<file path="src/rtl/mul_share_arbiter.sv">
// Round-robin arbiter sharing one start/busy/done multiplier between N_REQ requesters.
// One operation outstanding at a time; response is tagged with the owning requester ID.
module mul_share_arbiter #(
  parameter int unsigned N_REQ   = 4,
  parameter int unsigned W       = 8,
  parameter int unsigned ID_W    = 2,
  parameter int unsigned TIMEOUT = 32
) (
  input  logic                 clk,
  input  logic                 reset,
  input  logic [N_REQ-1:0]     req_valid,
  output logic [N_REQ-1:0]     req_ready,
  input  logic [N_REQ*W-1:0]   req_a,
  input  logic [N_REQ*W-1:0]   req_b,
  output logic                 rsp_valid,
  input  logic                 rsp_ready,
  output logic [ID_W-1:0]      rsp_id,
  output logic [2*W-1:0]       rsp_data,
  output logic                 rsp_err,
  output logic                 timeout_err,
  output logic                 mul_start,
  output logic [W-1:0]         mul_a,
  output logic [W-1:0]         mul_b,
  input  logic                 mul_busy,
  input  logic                 mul_done,
  input  logic [2*W-1:0]       mul_result
);

  localparam int unsigned CNT_W = $clog2(TIMEOUT + 1);

  localparam logic [1:0] S_IDLE  = 2'd0;
  localparam logic [1:0] S_ISSUE = 2'd1;
  localparam logic [1:0] S_WAIT  = 2'd2;
  localparam logic [1:0] S_RESP  = 2'd3;

  logic [1:0]       state_q, state_d;
  logic [ID_W-1:0]  ptr_q, ptr_d;
  logic [CNT_W-1:0] cnt_q, cnt_d;
  logic [W-1:0]     mul_a_q, mul_a_d;
  logic [W-1:0]     mul_b_q, mul_b_d;
  logic [ID_W-1:0]  rsp_id_q, rsp_id_d;
  logic [2*W-1:0]   rsp_data_q, rsp_data_d;
  logic             rsp_err_q, rsp_err_d;
  logic             rsp_valid_q, rsp_valid_d;
  logic             timeout_err_q, timeout_err_d;
  logic             mul_start_q, mul_start_d;

  logic [ID_W-1:0]  grant_idx;
  logic [ID_W-1:0]  cand_idx;
  logic             grant_found;
  logic             grant_ok;
  int unsigned      cand;

  // First valid requester scanning from ptr upward, wrapping at N_REQ.
  always_comb begin
    grant_found = 1'b0;
    grant_idx   = '0;
    cand        = 0;
    cand_idx    = '0;
    for (int unsigned k = 0; k < N_REQ; k++) begin
      cand     = (32'(ptr_q) + k) % N_REQ;
      cand_idx = ID_W'(cand);
      if (!grant_found && req_valid[cand_idx]) begin
        grant_found = 1'b1;
        grant_idx   = cand_idx;
      end
    end
  end

  // Accept is combinational and only offered while idle with the multiplier free.
  assign grant_ok  = (state_q == S_IDLE) && !mul_busy && grant_found && !reset;
  assign req_ready = grant_ok ? (N_REQ'(1) << grant_idx) : '0;

  always_comb begin
    state_d       = state_q;
    ptr_d         = ptr_q;
    cnt_d         = cnt_q;
    mul_a_d       = mul_a_q;
    mul_b_d       = mul_b_q;
    rsp_id_d      = rsp_id_q;
    rsp_data_d    = rsp_data_q;
    rsp_err_d     = rsp_err_q;
    rsp_valid_d   = rsp_valid_q;
    timeout_err_d = timeout_err_q;
    mul_start_d   = 1'b0;
    case (state_q)
      S_IDLE: begin
        if (grant_ok) begin
          mul_a_d     = req_a[32'(grant_idx)*W +: W];
          mul_b_d     = req_b[32'(grant_idx)*W +: W];
          rsp_id_d    = grant_idx;
          mul_start_d = 1'b1;
          state_d     = S_ISSUE;
        end
      end
      S_ISSUE: begin
        cnt_d   = '0;
        state_d = S_WAIT;
      end
      S_WAIT: begin
        cnt_d = cnt_q + CNT_W'(1);
        // A done arriving in the timeout cycle still yields a good result.
        if (mul_done) begin
          rsp_data_d  = mul_result;
          rsp_err_d   = 1'b0;
          rsp_valid_d = 1'b1;
          state_d     = S_RESP;
        end else if (cnt_q == CNT_W'(TIMEOUT - 1)) begin
          rsp_data_d    = '0;
          rsp_err_d     = 1'b1;
          timeout_err_d = 1'b1;
          rsp_valid_d   = 1'b1;
          state_d       = S_RESP;
        end
      end
      S_RESP: begin
        if (rsp_ready) begin
          rsp_valid_d = 1'b0;
          ptr_d       = (rsp_id_q == ID_W'(N_REQ - 1)) ? '0 : rsp_id_q + ID_W'(1);
          state_d     = S_IDLE;
        end
      end
      default: state_d = S_IDLE;
    endcase
  end

  always_ff @(posedge clk) begin
    if (reset) begin
      state_q       <= S_IDLE;
      ptr_q         <= '0;
      cnt_q         <= '0;
      mul_a_q       <= '0;
      mul_b_q       <= '0;
      rsp_id_q      <= '0;
      rsp_data_q    <= '0;
      rsp_err_q     <= 1'b0;
      rsp_valid_q   <= 1'b0;
      timeout_err_q <= 1'b0;
      mul_start_q   <= 1'b0;
    end else begin
      state_q       <= state_d;
      ptr_q         <= ptr_d;
      cnt_q         <= cnt_d;
      mul_a_q       <= mul_a_d;
      mul_b_q       <= mul_b_d;
      rsp_id_q      <= rsp_id_d;
      rsp_data_q    <= rsp_data_d;
      rsp_err_q     <= rsp_err_d;
      rsp_valid_q   <= rsp_valid_d;
      timeout_err_q <= timeout_err_d;
      mul_start_q   <= mul_start_d;
    end
  end

  assign rsp_valid   = rsp_valid_q;
  assign rsp_id      = rsp_id_q;
  assign rsp_data    = rsp_data_q;
  assign rsp_err     = rsp_err_q;
  assign timeout_err = timeout_err_q;
  assign mul_start   = mul_start_q;
  assign mul_a       = mul_a_q;
  assign mul_b       = mul_b_q;

endmodule

</file>
<file path="config.mk">
export PLATFORM = sky130hd
export DESIGN_NAME = mul_share_arbiter
export DESIGN_NICKNAME = d
export VERILOG_FILES = /design/src/rtl/mul_share_arbiter.sv
export SDC_FILE = /design/constraint.sdc
export NUM_CORES = 1
export LEC_CHECK = 0
export ABC_CLOCK_PERIOD_IN_PS = 2590
export BUFFER_PORTS_ARGS = -buffer_cell sky130_fd_sc_hd__buf_2
export CORE_MARGIN = 2
export CORE_UTILIZATION = 30
export CTS_BUF_LIST = sky130_fd_sc_hd__clkbuf_2 sky130_fd_sc_hd__clkbuf_4 sky130_fd_sc_hd__clkbuf_8
export DETAILED_ROUTE_END_ITERATION = 12
export PLACE_DENSITY = 0.54
export SLEW_MARGIN = 10
export SYNTH_ARGS = -nofsm -noshare
export SYNTH_HDL_FRONTEND = slang
export SYNTH_SLANG_ARGS = --single-unit
</file>
<file path="constraint.sdc">
create_clock -name clk -period 2.59 [get_ports clk]
set_input_delay 0.259 -clock clk [delete_from_list [all_inputs] [get_ports clk]]
set_output_delay 0.259 -clock clk [all_outputs]
set_load 0.02 [all_outputs]
</file>
==> impl_metrics.yaml, run 1 <==
timing:
  timing.fmax_mhz: 456
  slew-limit-headroom: 0.262
  hold_violations: 0
  maxSlewViolCount: 0
  setup_viol: 0
  grt_setup_unrepaired: "no"
  finalCritPeriodShare: 0.847
  setup_ws_ns: 0.397
  clock_skew_ns: 0.00538
  final.setup.tns_ns: 0
  fin_crit_ns: 2.19
  worst_pin_slew_ns: 1.10
pwr:
  ir_drop_mv: 0.217
  finalPower_mw: 2.09
  powerDensity_nw_per_um2: 639
  leakage_nw: 1.54
floorplan:
  die_area_um2: 8940
  start_util: 0.304
  num_rows: 33
  die_x_um: 94.5
  coreArea_um2: 8090
  die_height_um: 94.5
  ios: 131
route:
  drt_iter0_drc: 69
  num_vias: 2283
  wl_per_cell_um: 13.6
  drt_first_pass_iters: 4
  vias_per_cell: 4.81
  ant_nets: 0
  drt_wl_total_um: 6450
  drc: 0
run:
  cap_violations: 0
logic_synthesis:
  avgSynthCellArea_um2: 10.1
  yosysWarnings: 0
  syn_area_um2: 2460
  synth_seq_cells: 48
  syn_inst: 244
  synth_ff_type: "dfxtp_1"
  synth.yosys.seq_area_share: 0.391
  syn_nets: 339
  async_reset_ff_frac: 0
  synth_edf_count: 0
  ys_types: 40
critical_path:
  crit_path_end_kind: "register"
  cp_top_family: "simple AND/OR/NAND/NOR gates"
  cp.arrival_ns: 2.43
  crit_slowest_cell: "nor2_1"
  criticalPathCategory: "register to register"
  critPathBufInv: 0
  crit_path_start_kind: "register"
  critPathMaxStageDelay_ns: 0.82
  critPathRequiredTime_ns: 2.83
  crit_path_frequent_cell: "nor2_1"
  crit_chain: "a21oi_1, nor3b_1, nor2_1, nor2_1, a221o_1"
  path_max_fanout: 16
clocking:
  clockBufferDepth: 2
  clkSinkCount: 48
  cts_made_buffers: 5
  cts_resized: 0
  clk_pin_slew_worst_paths_ns: 0.09
  cts_tree: "done"
  clk_latency_ns: 0.29
  htreeDepth: 2
  cts_setup_buffers: 0
  clockRootBuffer: "clkbuf_8"
  cts_hold_buf: 0
finish:
  nNetsFinal: 465
  register_area_um2: 961
  n_fill_cell: 837
  antenna_cells: 0
  multi_input_area_um2: 1370
  drive_gt1_frac: 0.468
  syn_to_final_growth_pct: 33.0
  final_cell_mix: "130 x buf_2, 48 x dfxtp_1, 30 x nor2_1, 17 x nor3b_1"
  layout_commonest_cell: "buf_2"
  fin_area_um2: 3270
  finalNonFillerCells: 475
global_route:
  met1_usage: 0.165
  track_usage: 0.136
  antenna_found_initial: 0
  grt-ovfl-total: 0
  grt_use_met3: 0.0351
  grt_pass1_vias: 2035
  grt_start_max_net_pins: 43
  groute.layer.met2.usage: 0.240
  grt-busiest-layer: "met2"
  grt_pass1_wl_um: 9660
place:
  post_dp_cell_area_um2: 3190
  pre_cts_ws_ns: 0.384
  dp_hpwl_um: 4890
  dp.cells: 468
  gp_congestion: 0.700
  port_buffers: 130
outcome:
  status: "finished, final reports clean"
hold_path:
  hold_class: "input pin to register"
[power breakdown]
group	switching [mW]	internal, mW	leakage [nW]	total (mW)
Combinational	0.426	0.344	1.11	0.770
Clock	0.238	0.195	0.0445	0.433
Sequential	0.0515	0.836	0.390	0.888
[flip-flops by register name (all words and copies together), names as in the netlist]
register	cells
timeout_err	1
ptr_q	2
rsp_id	2
state_q	2
mul_b	8
mul_start	1
rsp_valid	1
rsp_data	16
mul_a	8
cnt_q	6
rsp_err	1
[per-layer routing]
layer	up-vias	wire length, um
met5	-	0
met4	0	46
met3	7	608
met2	98	2940
met1	1033	2850
li1	1145	-
[Yosys cell counts (2+ instances only)]
cell,number,area share
mux2_2,12,0.055
nand2_1,9,0.014
mux2i_1,2,0.0081
a22oi_1,16,0.049
mux2_1,9,0.041
mux2_4,11,0.067
nand2b_1,3,0.0076
a221o_1,16,0.065
buf_6,3,0.014
clkbuf_1,9,0.014
ha_1,6,0.031
a21oi_1,10,0.020
nor3_1,7,0.014
o21ai_0,2,0.0041
nand4_1,3,0.0076
xor2_1,3,0.011
dfxtp_1,48,0.39
inv_1,7,0.011
nor3b_1,17,0.052
nor2_1,31,0.047
[path summary, 6_finish.rpt]
check,startpoint,end,slack [ns],depth (start not counted)
setup / recovery,ptr_q[1],mul_a[1],0.40,5
hold / removal,mul_result[2],rsp_data[2],0.20,3
setup reg to reg,ptr_q[1],mul_a[1],0.40,5
hold reg to reg,timeout_err,timeout_err,0.47,2
[layout make-up]
type,count,share of cell area
clock inverters,1,0.00153
flip-flops and latches,48,0.294
clock buffers,6,0.0233
multi-input cells,173,0.420
repair buffers,134,0.212
well taps,105,0.0402
inverters,8,0.00918
[worst reg2reg max path, cell delays in order (launching register included)]
cell	delay, ns
dfxtp_1	0.42
a21oi_1	0.09
nor3b_1	0.35
nor2_1	0.14
nor2_1	0.82
a221o_1	0.32
[stage by stage]
stage / hold slack (ns) / utilization
after floorplan: 0.407 / -
after global placement: 0.450 / 0.394
after detailed placement: 0.460 / 0.394
after CTS: 0.186 / 0.404
after global routing: 0.182 / 0.404
final: 0.195 / 0.404
[cells by family (layout without fill, tap and decap cells)]
logic type,after synthesis,after routing,synth area share
AOI/OAI and AO/OA,52,52,0.178
xor gates and xnor gates,4,4,0.0143
adders and majority gates,6,6,0.0305
buffers and inverters,23,149,0.0514
DFF,48,48,0.391
muxes,34,34,0.172
and+or+nand+nor,77,77,0.164
No activity file was read; power rests on OpenSTA's default activity.
==> run 2: changes to the inputs <==
--- a/config.mk
+++ b/config.mk
@@ -5,13 +5,13 @@
 export SDC_FILE = /design/constraint.sdc
 export NUM_CORES = 1
 export LEC_CHECK = 0
-export ABC_CLOCK_PERIOD_IN_PS = 2590
+export ABC_CLOCK_PERIOD_IN_PS = 1800
 export BUFFER_PORTS_ARGS = -buffer_cell sky130_fd_sc_hd__buf_2
 export CORE_MARGIN = 2
 export CORE_UTILIZATION = 30
 export CTS_BUF_LIST = sky130_fd_sc_hd__clkbuf_2 sky130_fd_sc_hd__clkbuf_4 sky130_fd_sc_hd__clkbuf_8
 export DETAILED_ROUTE_END_ITERATION = 12
-export PLACE_DENSITY = 0.54
+export PLACE_DENSITY = 0.56
 export SLEW_MARGIN = 10
 export SYNTH_ARGS = -nofsm -noshare
 export SYNTH_HDL_FRONTEND = slang
==> constraint.sdc (replaced) <==
create_clock -name clk -period 1.8 [get_ports clk]
set_input_delay 0.18 -clock clk [delete_from_list [all_inputs] [get_ports clk]]
set_output_delay 0.18 -clock clk [all_outputs]
set_load 0.02 [all_outputs]
==> impl_metrics.yaml, run 2 (synthesized netlist as in run 1, its figures left out) <==
outcome:
  status: "finished with violations"
  violations: "negative setup slack"
clocking:
  clockBufferDepth: 2
  htreeDepth: 2
  cts_hold_buf: 0
  clkSinkCount: 48
  cts_made_buffers: 5
  cts_tree: "done"
  clockRootBuffer: "clkbuf_8"
  clk_pin_slew_worst_paths_ns: 0.09
  clk_latency_ns: 0.30
timing:
  worst_pin_slew_ns: 0.688
  maxSlewViolCount: 0
  setup_viol: 1
  timing.hold.ws_ns: 0.112
  slew-limit-headroom: 0.540
  clock_skew_ns: 0.00448
  fin_crit_ns: 1.81
  final.setup.tns_ns: -0.00690
  hold_violations: 0
  grt_setup_unrepaired: "yes"
  timing.fmax_mhz: 553
  setup_ws_ns: -0.00690
  finalCritPeriodShare: 1.00
finish:
  antenna_cells: 0
  fin_area_um2: 3640
  nNetsFinal: 487
  final_util: 0.450
  n_fill_cell: 802
  syn_to_final_growth_pct: 48.1
  final_cell_mix: "126 x buf_2, 44 x dfxtp_1, 29 x nor2_1, 23 x buf_4"
  largest_reg_flops: 16
  layout_commonest_cell: "buf_2"
  drive_gt1_frac: 0.542
critical_path:
  crit_path_start_kind: "register"
  crit_path_end_kind: "register"
  path_max_fanout: 17
  crit_chain: "buf_6, o2111ai_4, and2_4, buf_12, mux2_4, a221o_1"
  critPathRequiredTime_ns: 1.99
  crit_slowest_cell: "a221o_1"
  crit_path_start: "ptr_q[0]"
  critPathBufInv: 2
  critPathMaxStageDelay_ns: 0.34
  reg2reg_slack_ns: -0.007
  criticalPathCategory: "register to register"
  cp.arrival_ns: 2.00
  cp_top_family: "compound AO/OA/AOI/OAI gates"
  r2r_start: "ptr_q[0]"
pwr:
  powerDensity_nw_per_um2: 937
  ir_drop_mv: 0.421
  p_comb_frac: 0.384
  p_sw_frac: 0.325
  leakage_nw: 1.72
  clkPwrFrac: 0.241
  power_frac_seq: 0.374
  p_int_mw: 2.31
  power.switching_mw: 1.11
run:
  cap_violations: 0
floorplan:
  ios: 131
  start_util: 0.304
  die_height_um: 94.5
  die_x_um: 94.5
  die_area_um2: 8940
  num_rows: 33
  coreArea_um2: 8090
route:
  wl_per_cell_um: 13.4
  drt_wl_total_um: 6670
  vias_per_cell: 4.79
  ant_nets: 0
  num_vias: 2385
  drc: 0
  drt_first_pass_iters: 4
  drt_iter0_drc: 55
place:
  dp_hpwl_um: 4970
  gp_congestion: 0.687
  port_buffers: 130
  post_dp_cell_area_um2: 3350
global_route:
  track_usage: 0.140
  grt_pass1_vias: 2167
  grt-busiest-layer: "met2"
  met1_usage: 0.155
  grt_pass1_wl_um: 9870
  grt-ovfl-total: 0
  antenna_found_initial: 0
  groute.layer.met2.usage: 0.261
  grt_use_met3: 0.0367
  grt_start_max_net_pins: 43
hold_path:
  hold_class: "input pin to register"
  min_from: "mul_result[6]"
[run 2: cell types whose count changed in the layout (fill, tap and decap cells not counted), sizes merged]
cell and delta:
bufinv +1, buf +22
[run 2: timing repair]
item / in CTS / in global routing
pin swaps: 2 / 3
endpoints found under the hold margin: 0 / 0
buffers inserted: 1 / 2
endpoints found under the setup margin: 38 / 22
resized for setup: 27 / 14
[run 2: area by class of cell]
cell class,count,area [um2],area share
multi-input combinational,173,1490,0.409
sequential,48,968,0.266
inverter,8,30.0,0.00824
clock buffer,6,82.6,0.0227
timing repair buffer,156,900,0.247
tap,105,131,0.0361
clock inverter,2,38.8,0.0106
[run 2: through the flow]
stage	std cells	power, mW	setup slack, ns
detailed placement	488	2.54	-0.137
CTS	497	3.46	-0.00588
finish	498	3.41	-0.00690
floorplan	244	2.07	0.0204
global placement	488	2.53	-0.134
global route	498	3.62	-0.0810
[run 2: power groups by stage]
stage | sequential (mW) | combinational (mW) | clock (mW)
2_1_floorplan | 1.43 | 0.636 | 0
4_1_cts | 1.28 | 1.32 | 0.860
6_report | 1.28 | 1.31 | 0.824
3_5_place_dp | 1.30 | 1.24 | 0
3_3_place_gp | 1.29 | 1.23 | 0
5_1_grt | 1.30 | 1.43 | 0.899
[run 2: worst register-to-register path, delay by kind of cell (launching register included)]
kind | cells | cell delay (ns)
AND/OR/NAND/NOR | 1 | 0.22
buffers and inverters | 2 | 0.29
multiplexers | 1 | 0.33
flip-flops | 1 | 0.33
AO/OA/AOI/OAI | 2 | 0.54
[run 2: final timing paths]
path / endpoint / depth (start not counted)
setup / recovery: mul_b[5] / 6
hold / removal: rsp_data[6] / 3
setup reg to reg: mul_b[5] / 6
hold reg to reg: timeout_err / 2
[run 2: metal layers]
metal	vias to the layer above	routed length [um]	part of all wire
met5	-	0	0
met4	0	65	0.0097
li1	1191	-	-
met1	1099	2820	0.42
met3	4	544	0.082
met2	91	3240	0.49
